**src/rtl/load_store_unit.sv**
```systemverilog
// Load/store unit: accepts one core memory request at a time, checks funct3
// legality and alignment, issues a single word-aligned bus access with byte
// enables, and returns a registered, extended response with an error flag.
module load_store_unit #(
    parameter int TIMEOUT = 16
) (
    input  logic        clk,
    input  logic        resetn,
    input  logic        req_valid,
    output logic        req_ready,
    input  logic        req_we,
    input  logic [2:0]  req_funct3,
    input  logic [31:0] req_addr,
    input  logic [31:0] req_wdata,
    output logic        rsp_valid,
    output logic [31:0] rsp_rdata,
    output logic        rsp_err,
    output logic        mem_req,
    output logic        mem_we,
    output logic [3:0]  mem_be,
    output logic [31:0] mem_addr,
    output logic [31:0] mem_wdata,
    input  logic        mem_gnt,
    input  logic        mem_rvalid,
    input  logic [31:0] mem_rdata
);

    // Counter only needs to reach TIMEOUT-1; one spare bit keeps TIMEOUT
    // values that are exact powers of two representable.
    localparam int CNT_W = (TIMEOUT > 1) ? $clog2(TIMEOUT) + 1 : 1;
    localparam logic [CNT_W-1:0] TO_LAST = (TIMEOUT > 0) ? CNT_W'(TIMEOUT - 1) : '0;

    typedef enum logic [1:0] {
        IDLE   = 2'd0,
        ISSUE  = 2'd1,
        WAIT_R = 2'd2,
        RESP   = 2'd3
    } state_t;

    state_t           state_q, state_d;
    logic             we_q, we_d;
    logic [2:0]       funct3_q, funct3_d;
    logic [1:0]       addr_lo_q, addr_lo_d;
    logic [CNT_W-1:0] cnt_q, cnt_d;
    logic             mem_req_q, mem_req_d;
    logic             mem_we_q, mem_we_d;
    logic [3:0]       mem_be_q, mem_be_d;
    logic [31:0]      mem_addr_q, mem_addr_d;
    logic [31:0]      mem_wdata_q, mem_wdata_d;
    logic [31:0]      rsp_rdata_q, rsp_rdata_d;
    logic             rsp_err_q, rsp_err_d;

    logic             handshake;
    logic             req_ok;
    logic [3:0]       fmt_be;
    logic [31:0]      fmt_wdata;
    logic [31:0]      lane;
    logic [31:0]      load_data;
    logic             timeout_hit;

    assign req_ready = resetn && (state_q == IDLE);
    assign handshake = req_valid && req_ready;
    assign rsp_valid = (state_q == RESP);
    assign rsp_rdata = rsp_rdata_q;
    assign rsp_err   = rsp_err_q;
    assign mem_req   = mem_req_q;
    assign mem_we    = mem_we_q;
    assign mem_be    = mem_be_q;
    assign mem_addr  = mem_addr_q;
    assign mem_wdata = mem_wdata_q;

    // The last allowed cycle of ISSUE+WAIT_R has been reached.
    assign timeout_hit = (TIMEOUT > 0) && (cnt_q == TO_LAST);

    // Decode the incoming request: legality, alignment, byte enables and lane replication.
    always_comb begin
        logic legal;
        logic misal;
        legal     = 1'b0;
        misal     = 1'b0;
        fmt_be    = 4'b1111;
        fmt_wdata = req_wdata;
        case (req_funct3)
            3'b000: legal = 1'b1;
            3'b001: begin
                legal = 1'b1;
                misal = req_addr[0];
            end
            3'b010: begin
                legal = 1'b1;
                misal = |req_addr[1:0];
            end
            3'b100: legal = !req_we;
            3'b101: begin
                legal = !req_we;
                misal = req_addr[0];
            end
            default: legal = 1'b0;
        endcase
        req_ok = legal && !misal;
        case (req_funct3[1:0])
            2'b00: begin
                fmt_be    = 4'b0001 << req_addr[1:0];
                fmt_wdata = {4{req_wdata[7:0]}};
            end
            2'b01: begin
                fmt_be    = 4'b0011 << req_addr[1:0];
                fmt_wdata = {2{req_wdata[15:0]}};
            end
            default: begin
                fmt_be    = 4'b1111;
                fmt_wdata = req_wdata;
            end
        endcase
    end

    // Select the addressed lane of the read word and sign/zero-extend it.
    always_comb begin
        lane      = mem_rdata >> {addr_lo_q, 3'b000};
        load_data = lane;
        case (funct3_q)
            3'b000:  load_data = {{24{lane[7]}}, lane[7:0]};
            3'b001:  load_data = {{16{lane[15]}}, lane[15:0]};
            3'b100:  load_data = {24'd0, lane[7:0]};
            3'b101:  load_data = {16'd0, lane[15:0]};
            default: load_data = lane;
        endcase
    end

    // Next-state and next-register logic for the request/response sequence.
    always_comb begin
        state_d     = state_q;
        we_d        = we_q;
        funct3_d    = funct3_q;
        addr_lo_d   = addr_lo_q;
        cnt_d       = cnt_q;
        mem_req_d   = mem_req_q;
        mem_we_d    = mem_we_q;
        mem_be_d    = mem_be_q;
        mem_addr_d  = mem_addr_q;
        mem_wdata_d = mem_wdata_q;
        rsp_rdata_d = rsp_rdata_q;
        rsp_err_d   = rsp_err_q;
        case (state_q)
            IDLE: begin
                if (handshake) begin
                    we_d      = req_we;
                    funct3_d  = req_funct3;
                    addr_lo_d = req_addr[1:0];
                    cnt_d     = '0;
                    if (req_ok) begin
                        state_d     = ISSUE;
                        mem_req_d   = 1'b1;
                        mem_we_d    = req_we;
                        mem_be_d    = fmt_be;
                        mem_addr_d  = {req_addr[31:2], 2'b00};
                        mem_wdata_d = fmt_wdata;
                    end else begin
                        // Rejected requests never touch the bus.
                        state_d     = RESP;
                        rsp_err_d   = 1'b1;
                        rsp_rdata_d = 32'd0;
                    end
                end
            end
            ISSUE: begin
                cnt_d = cnt_q + 1'b1;
                if (mem_gnt) begin
                    mem_req_d = 1'b0;
                    if (we_q) begin
                        state_d     = RESP;
                        rsp_err_d   = 1'b0;
                        rsp_rdata_d = 32'd0;
                    end else begin
                        state_d = WAIT_R;
                    end
                end else if (timeout_hit) begin
                    mem_req_d   = 1'b0;
                    state_d     = RESP;
                    rsp_err_d   = 1'b1;
                    rsp_rdata_d = 32'd0;
                end
            end
            WAIT_R: begin
                cnt_d = cnt_q + 1'b1;
                if (mem_rvalid) begin
                    state_d     = RESP;
                    rsp_err_d   = 1'b0;
                    rsp_rdata_d = load_data;
                end else if (timeout_hit) begin
                    state_d     = RESP;
                    rsp_err_d   = 1'b1;
                    rsp_rdata_d = 32'd0;
                end
            end
            RESP: begin
                state_d = IDLE;
            end
            default: state_d = IDLE;
        endcase
    end

    // State and datapath registers; reset abandons any access in flight.
    always_ff @(posedge clk) begin
        if (!resetn) begin
            state_q     <= IDLE;
            we_q        <= 1'b0;
            funct3_q    <= 3'd0;
            addr_lo_q   <= 2'd0;
            cnt_q       <= '0;
            mem_req_q   <= 1'b0;
            mem_we_q    <= 1'b0;
            mem_be_q    <= 4'd0;
            mem_addr_q  <= 32'd0;
            mem_wdata_q <= 32'd0;
            rsp_rdata_q <= 32'd0;
            rsp_err_q   <= 1'b0;
        end else begin
            state_q     <= state_d;
            we_q        <= we_d;
            funct3_q    <= funct3_d;
            addr_lo_q   <= addr_lo_d;
            cnt_q       <= cnt_d;
            mem_req_q   <= mem_req_d;
            mem_we_q    <= mem_we_d;
            mem_be_q    <= mem_be_d;
            mem_addr_q  <= mem_addr_d;
            mem_wdata_q <= mem_wdata_d;
            rsp_rdata_q <= rsp_rdata_d;
            rsp_err_q   <= rsp_err_d;
        end
    end

endmodule

```
**config.mk**
```make
export PLATFORM = sky130hd
export DESIGN_NAME = load_store_unit
export DESIGN_NICKNAME = d
export VERILOG_FILES = /design/src/rtl/load_store_unit.sv
export SDC_FILE = /design/constraint.sdc
export NUM_CORES = 1
export LEC_CHECK = 0
export BUFFER_PORTS_ARGS = -buffer_cell sky130_fd_sc_hd__clkbuf_2
export CAP_MARGIN = 20
export CORE_MARGIN = 1
export CORE_UTILIZATION = 45
export CTS_CLUSTER_DIAMETER = 80
export DETAILED_ROUTE_END_ITERATION = 16
export PLACE_DENSITY = 0.85
export SETUP_SLACK_MARGIN = 0.2
export SLEW_MARGIN = 15
export SYNTH_ARGS = -nofsm -noshare
export SYNTH_HDL_FRONTEND = slang
export SYNTH_SLANG_ARGS = --single-unit
```
**constraint.sdc**
```tcl
create_clock -name clk -period 2.4 [get_ports clk]
set_input_delay 0.36 -clock clk [delete_from_list [all_inputs] [get_ports clk]]
set_output_delay 0.36 -clock clk [all_outputs]
set_load 0.005 [all_outputs]
```
# Word-level counts from Yosys, hierarchy flattened
# Cells that the tools add are included.
# word_totals
reg_bits	114
input_bits	105
out_inout_bits	105
word_cells	88
# classes
addsub	1
eq_ne	17
shift	3
mux	33
reduce_logical	22
# ops
cell	count
$mux W32	6
$pmux W32 S4	1
$pmux W32 S3	1
$pmux W32 S2	1
$shr A32 B5 Y32	1
$eq A3 B3 Y1 const B	4
$mux W1	11
$mux W2	5
$pmux W5 S2	1
$pmux W2 S4	1
$pmux W4 S2	1
$reduce_and A4 Y1	2
$reduce_or A2 Y1	4
$eq A3 B1 Y1 const B	2
$logic_not A3 Y1	2
$ne A2 B2 Y1 const B	3
$ne A3 B3 Y1 const B	2
$pmux W1 S2	3
$add A5 B1 Y5 const B	1
$eq A5 B4 Y1 const B	1
$mux W5	1
$eq A2 B1 Y1 const B	2
$eq A2 B2 Y1 const B	2
$logic_not A2 Y1	2
11 further kinds	16

# Longest topological paths before layout
# Gate-level depths: netlist of run 1.
# depth
word_depth	8
depth_mapped	9
ltp_nobuf	8

# Worst setup path before layout of run 1
# OpenSTA, ideal clock, no wires.
# synth_timing
path_type	reg-to-reg
start	reg cnt_q[0]
end	reg rsp_rdata_q[31], in the netlist rsp_rdata[31]
setup_ns	0.117
arrival_ns	2.093
required_time_ns	2.283
slack_ns	0.191
stages_incl_launch_ff	10
path_buffers	1
period_less_slack_ns	2.209
path_cell_list	dfxtp_1 -> ha_1 -> and3_1 -> ha_1 -> inv_1 -> and3_1 -> o41a_1 -> a31o_4 -> buf_6 -> a22o_1
# synth_via
elab_chain_len	4
word_cells_on_any_way	5
classes_between	1 x eq/ne; 4 x mux
# synth_rtl
element	line_no	text
start: declaration	44	logic [CNT_W-1:0] cnt_q, cnt_d;
start signal: assignment	223	cnt_q <= cnt_d;
$eq A5 B4 Y1 *	73	assign timeout_hit = (TIMEOUT > 0) && (cnt_q == TO_LAST);
$mux W32 *	n/a	
$mux W32, on equally long branches	n/a	
$pmux W32 S3 *	n/a	
end signal: assignment	229	rsp_rdata_q <= rsp_rdata_d;
end: declaration	50	logic [31:0] rsp_rdata_q, rsp_rdata_d;
# Every way passes the cells marked *; elsewhere a longest branch is shown, timed or not.
# A chain may end at the register's enable or synchronous reset.

# Final worst setup path of run 1
# layout_timing
start	reg cnt_q[0]
end	reg rsp_rdata_q[18], in the netlist rsp_rdata[18]
# Same word-level chain as after synthesis.

==> metrics.cfg, run 1 <==
[outcome]
status = complete, no violations

[floorplan]
row_count = 39
die_x_um = 110.1
die_h_um = 110.1
die_area_mm2 = 0.01211
start_util = 0.4602
ios = 210
core_area_mm2 = 0.01142

[timing]
final.setup.tns_ns = 0
hold_violations = 0
slew_violations = 0
setup_ws_ns = 0.2583
setup_viol = 0
max_freq_mhz = 466.9
worst_slew_pin_slew_ns = 0.7525
fin_crit_sh = 0.8924
rsz0062_at_grt = no
max_slew_margin = 0.4930
skew_ns = 0.01042
final.min_clock_period_ns = 2.142

[worst_setup_path]
path_class = flip-flop to flip-flop
crit_path_end_kind = flip-flop
required_ns = 2.70
r2r-end = rsp_rdata[18]$_SDFFE_PN0P_
cp_max_fo = 7
worstReg2RegStart = cnt_q[0]$_SDFFE_PN0P_
r2r_setup_slack_ns = 0.26
start_kind = flip-flop
worstRegToRegCells = 8
arrival_ns = 2.44

[hold_path]
min-delay-start = req_addr[7]
hold-path-endpoint = mem_addr[7]$_SDFFE_PN0P_
min_path_type = input pin to flip-flop
hold_depth = 3

[layout]
register_area_mm2 = 0.002293
layout_common_cells = 207 x clkbuf_2, 147 x nand2_1, 109 x dfxtp_1, 56 x a21oi_1
final_common_cell = clkbuf_2
fin_nets = 953
num_antenna_cells = 0
n_fill_cell = 972
drive_gt1_frac = 0.3341
multiInputGateArea_mm2 = 0.002874
area_growth_pct = 37.67

[power]
power_frac_comb = 0.257
p_clk_frac = 0.406
p_per_area_mw_per_mm2 = 882.2
p_int_uw = 4363
pwr-share-seq = 0.337
power_switching_uw = 2020
p_sw_frac = 0.3165
vdd.ir_drop.worst_mv = 0.6344
p_leak_uw = 0.003119

[grt]
grtUsageTotal = 0.2810
grt_max_degree = 43
antenna_found_initial = 0
grt_pass1_vias = 5369
grt_pass1_wl_um = 25940
overflow = 0

[detailed_routing]
first_iter_violations = 399
dr.pass1.iters = 7
vias = 5583
wl_um = 16850
via_per_inst = 5.605
drc_errors = 0
wl_per_cell_um = 16.92
drtAntennaViolNets = 0

[synth]
syn_inst = 633
seq_area_frac_synth = 0.4343
synth-seq-cells = 114
yosysUniqueCellTypes = 51
syn-cell-area_mm2 = 0.005255
synth.avg_cell_area_um2 = 8.302
synth-edff-count = 0
synthArstFlopShare = 0
ys.warnings.count = 0
ys.flop_type = dfxtp_1

[clock_tree]
root_buffer = clkbuf_16
cts_tree = done
clkTransAtPathRegs_ns = 0.06
clock_sinks = 114
numCtsBuffers = 17
htree_levels = 4
cts_max_path_buffers = 2
clk_latency_ns = 0.42
cts.hold.buffers_added = 0

[placement]
port_buffers = 207
gp_congestion = 0.8333
dp_worst_setup_slack_ns = 0.1444
hpwl_um = 11630

[flow_run]
max_cap_viol_count = 0

==> power by group through the flow <==
stage	registers [uW]	clock network (uW)	logic (uW)
after global routing	2170	2710	1790
after CTS	2140	2610	1540
final	2150	2590	1640
after floorplan	2150	0	969
after detailed placement	2170	0	1420
after global placement	2160	0	1390
==> sequential cells by signal, summed over array words and instances, names as in the netlist, 2 cells and up <==
register / count
addr_lo_q: 2
mem_be: 4
state_q: 2
funct3_q: 3
mem_wdata: 32
cnt_q: 5
mem_addr: 30
rsp_rdata: 32
==> layer usage <==
metal | track usage | share of wire
met2 | 0.4714 | 0.48
met4 | 0.1333 | 0.026
met3 | 0.1088 | 0.11
met1 | 0.3117 | 0.38
met5 | 0 | 0
==> worst max path at each step <==
stage,depth (start not counted),startpoint,slack [ns],endpoint
finish,8,cnt_q[0]$_SDFFE_PN0P_,0.26,rsp_rdata[18]$_SDFFE_PN0P_
global route,8,cnt_q[0]$_SDFFE_PN0P_,0.20,rsp_rdata[18]$_SDFFE_PN0P_
CTS,8,cnt_q[1]$_SDFFE_PN0P_,0.23,rsp_rdata[18]$_SDFFE_PN0P_
detailed placement,8,cnt_q[0]$_SDFFE_PN0P_,0.14,rsp_rdata[18]$_SDFFE_PN0P_
global placement,8,cnt_q[0]$_SDFFE_PN0P_,0.23,rsp_rdata[29]$_SDFFE_PN0P_
floorplan,9,cnt_q[0]$_SDFFE_PN0P_,0.22,rsp_rdata[31]$_SDFFE_PN0P_
==> synth_stat cells, types with 6 or more instances <==
cell	instances	area, um^2
a22o_1	17	148.9
inv_1	10	37.54
mux2i_1	43	430.4
a32o_1	7	70.07
a311oi_1	10	87.58
o21ai_0	34	170.2
nand3_1	6	30.03
buf_2	10	50.05
a21oi_1	57	285.3
a211oi_1	10	75.07
dfxtp_1	114	2282
nor2_1	44	165.2
clkbuf_1	25	93.84
o211ai_1	8	60.06
nand2_1	147	551.8
ha_1	8	100.1
o21bai_1	6	45.04
o2bb2ai_1	8	70.07
==> cells by family (layout without fill, tap and decap cells) <==
kind of cell               count (synthesis)  count (layout)  synth area share
AOI/OAI and AO/OA                        186             189            0.2400
adders and majority gates                  8               8           0.01905
other                                      1               2         0.0007136
and+or+nand+nor                          225             225            0.1767
buffers and inverters                     56             272           0.04738
muxes                                     43              43           0.08190
DFF                                      114             114            0.4343
==> timing repair <==
item | CTS | global route
endpoints found under the setup margin | 24 | 45
setup buffers | 4 | 0
resized for setup | 14 | 13
pin swaps | 3 | 4
cloned | 3 | 0
==> stage by stage <==
step / cell area [um^2] / std cells / hold WS (ns) / utilization / total power (uW)
floorplan: 5261 / 634 / 0.4396 / - / 3119
global route: 7234 / 996 / 0.1560 / 0.6336 / 6675
global placement: 6452 / 957 / 0.4410 / 0.5651 / 3555
CTS: 7173 / 996 / 0.1446 / 0.6282 / 6288
finish: 7234 / 996 / 0.1561 / 0.6336 / 6382
detailed placement: 6452 / 957 / 0.4458 / 0.5651 / 3591
==> layout make-up <==
| type | instances | share of cell area |
|---|---|---|
| Clock buffer | 20 | 0.06174 |
| Timing Repair Buffer | 229 | 0.1712 |
| Inverter | 11 | 0.006226 |
| Multi-Input combinational cell | 467 | 0.3973 |
| Clock inverter | 12 | 0.02179 |
| Tap cell | 143 | 0.02473 |
| Sequential cell | 114 | 0.3170 |
==> worst max-delay path, cell delays in order, from the launching register on <==
cell	delay, ns
dfxtp_4	0.36
ha_4	0.14
and3_4	0.19
ha_4	0.13
inv_2	0.04
and3_4	0.16
o41a_1	0.46
a31o_4	0.31
a22o_1	0.24
No activity file was read; power rests on OpenSTA's default activity.
==> run 2, diff against run 1 <==
--- a/config.mk
+++ b/config.mk
@@ -9,10 +9,12 @@
 export CAP_MARGIN = 20
 export CORE_MARGIN = 1
 export CORE_UTILIZATION = 45
+export CTS_BUF_LIST = sky130_fd_sc_hd__clkbuf_4 sky130_fd_sc_hd__clkbuf_8
 export CTS_CLUSTER_DIAMETER = 80
 export DETAILED_ROUTE_END_ITERATION = 16
+export GPL_TIMING_DRIVEN = 0
 export PLACE_DENSITY = 0.85
-export SETUP_SLACK_MARGIN = 0.2
+export SETUP_SLACK_MARGIN = 0.5
 export SLEW_MARGIN = 15
 export SYNTH_ARGS = -nofsm -noshare
 export SYNTH_HDL_FRONTEND = slang
==> run 2 against run 1 <==
- count of clock-buffer cells in the layout is 1 lower
- critical endpoint is now rsp_rdata[23]$_SDFFE_PN0P_
- global-route usage up 0.40 points
- power decreased by 12%
- sequential cell count unchanged
- critical path depth rose by 1
- via count grew 0.99%
- die area did not move
- largest cell class unchanged
- non-clock buffer count grew 34
- cell count up 3.1%
- first-iteration DRC count decreased by 2.0%
- combinational power barely moved
==> metrics.cfg, run 2 (synthesized netlist as in run 1, its figures left out) <==
[worst_setup_path]
start_kind = flip-flop
setup.worst_path.start = cnt_q[0]$_SDFFE_PN0P_
cp_max_fo = 6  ; -1
crit_end = rsp_rdata[23]$_SDFFE_PN0P_
cp.depth = 9  ; +1
max_stage_delay_ns = 0.36  ; -0.10 ns
crit_path_end_kind = flip-flop
r2r_setup_slack_ns = 0.33  ; +0.08 ns
slowest_stage = dfxtp_2
path_delay_family = compound AO/OA/AOI/OAI gates
worstReg2RegStart = cnt_q[0]$_SDFFE_PN0P_
worstRegToRegCells = 9  ; +1
arrival_ns = 2.40  ; -0.04 ns
path_class = flip-flop to flip-flop
crit_buf_inv = 2  ; +1
r2r-end = rsp_rdata[23]$_SDFFE_PN0P_
required_ns = 2.74  ; +0.04 ns
worstPathCellList = ha_4, and3_4, ha_4, inv_2, and3_4, o41a_1, a31o_4, buf_6, a22o_1

[grt]
grtUsageTotal = 0.2850  ; +0.004019
grt_pass1_wl_um = 25980  ; +0.16%
overflow = 0  ; unchanged
antenna_found_initial = 0  ; unchanged
grt_pass1_vias = 5339  ; -0.56%
grt_max_degree = 17  ; -60%

[timing]
setup_ws_ns = 0.3335  ; +0.07519 ns
setup_viol = 0  ; unchanged
max_slew_margin = 0.5239  ; +0.03090
skew_ns = 0.009983  ; -0.0004344 ns
slew_violations = 0  ; unchanged
rsz0062_at_grt = yes
fin_crit_sh = 0.8610  ; -0.03133
max_freq_mhz = 483.9  ; +3.6%
final.min_clock_period_ns = 2.066  ; -0.07519 ns
worst_slew_pin_slew_ns = 0.7066  ; -0.04587 ns
hold_violations = 0  ; unchanged
final.setup.tns_ns = 0  ; unchanged

[power]
p_per_area_mw_per_mm2 = 784.9  ; -11%
p_total_uw = 5611  ; -12%
p_leak_uw = 0.003086  ; -1.0%
vdd.ir_drop.worst_mv = 0.6447  ; +1.6%

[placement]
dp_worst_setup_slack_ns = -0.1424  ; -0.2869 ns
gp_congestion = 0.9217  ; +11%
hpwl_um = 12460  ; +7.1%
dp_cells = 984  ; +2.8%
port_buffers = 207  ; unchanged

[detailed_routing]
drc_errors = 0  ; unchanged
wl_um = 17050  ; +1.2%
drtAntennaViolNets = 0  ; unchanged
wl_per_cell_um = 16.60  ; -1.9%
first_iter_violations = 391  ; -2.0%
vias = 5638  ; +0.99%
via_per_inst = 5.490  ; -2.1%
dr.pass1.iters = 4  ; -3

[layout]
utilization = 0.6261  ; -0.007451
n_fill_cell = 991  ; +2.0%
drive_gt1_frac = 0.3405  ; +0.006383
area_growth_pct = 36.05
final_common_cell = clkbuf_2
register_area_mm2 = 0.002292  ; about the same
num_antenna_cells = 0  ; unchanged
layout_common_cells = 211 x clkbuf_2, 146 x nand2_1, 110 x dfxtp_1, 56 x a21oi_1, 42 x nor2_1
multiInputGateArea_mm2 = 0.002854  ; -0.70%
fin_nets = 984  ; +3.3%
stdcell_count = 1027  ; +3.1%

[outcome]
status = complete, no violations

[hold_path]
min_path_type = input pin to flip-flop

[clock_tree]
clock_sinks = 114  ; unchanged
cts_max_path_buffers = 2  ; unchanged
htree_levels = 4  ; unchanged
root_buffer = clkbuf_8
numCtsBuffers = 17  ; unchanged
clkTransAtPathRegs_ns = 0.07  ; about the same
cts.hold.buffers_added = 0  ; unchanged
clk_latency_ns = 0.45  ; +0.03 ns
cts_tree = done

[floorplan]
die_h_um = 110.1  ; unchanged
die_x_um = 110.1  ; unchanged
start_util = 0.4602  ; unchanged
core_area_mm2 = 0.01142  ; unchanged
die_area_mm2 = 0.01211  ; unchanged
ios = 210  ; unchanged
row_count = 39  ; unchanged

[flow_run]
max_cap_viol_count = 0  ; unchanged

-- run 2: cell types whose count changed in the layout (fill, tap and decap cells not counted), sizes merged --
| cell | delta |
|---|---|
| a31o | -3 |
| buf | +1 |
| bufinv | -1 |
| clkbuf | +32 |
| clkinvlp | +1 |
| inv | +1 |
-- run 2: timing repair --
| item | in CTS | in global routing |
|---|---|---|
| endpoints found under the setup margin | 101 | 98 |
| setup buffers | 10 | 0 |
| pin swaps | 11 | 3 |
| cloned | 1 | 0 |
| resized for setup | 27 | 27 |
-- run 2: final cells by class --
cell class / instances / share of cell area
multi-input combinational: 464 / 0.3992
sequential: 114 / 0.3206
timing repair buffer: 218 / 0.1587
buffer: 45 / 0.03605
clock buffer: 19 / 0.03570
tap: 143 / 0.02503
clock inverter: 13 / 0.01890
inverter: 11 / 0.005775
-- run 2: per-layer routing --
metal / share of wire / vias to the layer above / GRT usage
met5: 0 / - / 0
met4: 0.025 / 0 / 0.1200
met3: 0.10 / 37 / 0.1246
met2: 0.49 / 256 / 0.4946
met1: 0.39 / 2620 / 0.2997
li1: - / 2725 / -
-- run 2: worst min path at each step --
stage          depth (start not counted)                 startpoint                        end
2_1_floorplan                          2          we_q$_SDFFE_PN0P_          we_q$_SDFFE_PN0P_
3_3_place_gp                           2  mem_addr[15]$_SDFFE_PN0P_  mem_addr[15]$_SDFFE_PN0P_
3_5_place_dp                           2  mem_addr[16]$_SDFFE_PN0P_  mem_addr[16]$_SDFFE_PN0P_
4_1_cts                                3                req_addr[9]   mem_addr[9]$_SDFFE_PN0P_
5_1_grt                                3                req_addr[3]   mem_addr[3]$_SDFFE_PN0P_
6_report                               3               req_addr[22]  mem_addr[22]$_SDFFE_PN0P_
-- run 2: worst min-delay path: cells and delay by family --
family / cells / cell delay (ns)
AOI/OAI and AO/OA: 1 / 0.05
buffers and inverters: 1 / 0.08
and+or+nand+nor: 1 / 0.04
-- run 2: power by group --
group	internal (uW)	switching [uW]
clock network	957	843
logic	701	973
registers	2030	105
-- run 2: per-stage QoR --
| step | cell area [um^2] | hold slack, ns |
|---|---|---|
| global route | 7149 | 0.1100 |
| floorplan | 5294 | 0.4396 |
| finish | 7149 | 0.1265 |
| detailed placement | 6509 | 0.4454 |
| global placement | 6509 | 0.4408 |
| CTS | 7086 | 0.1052 |
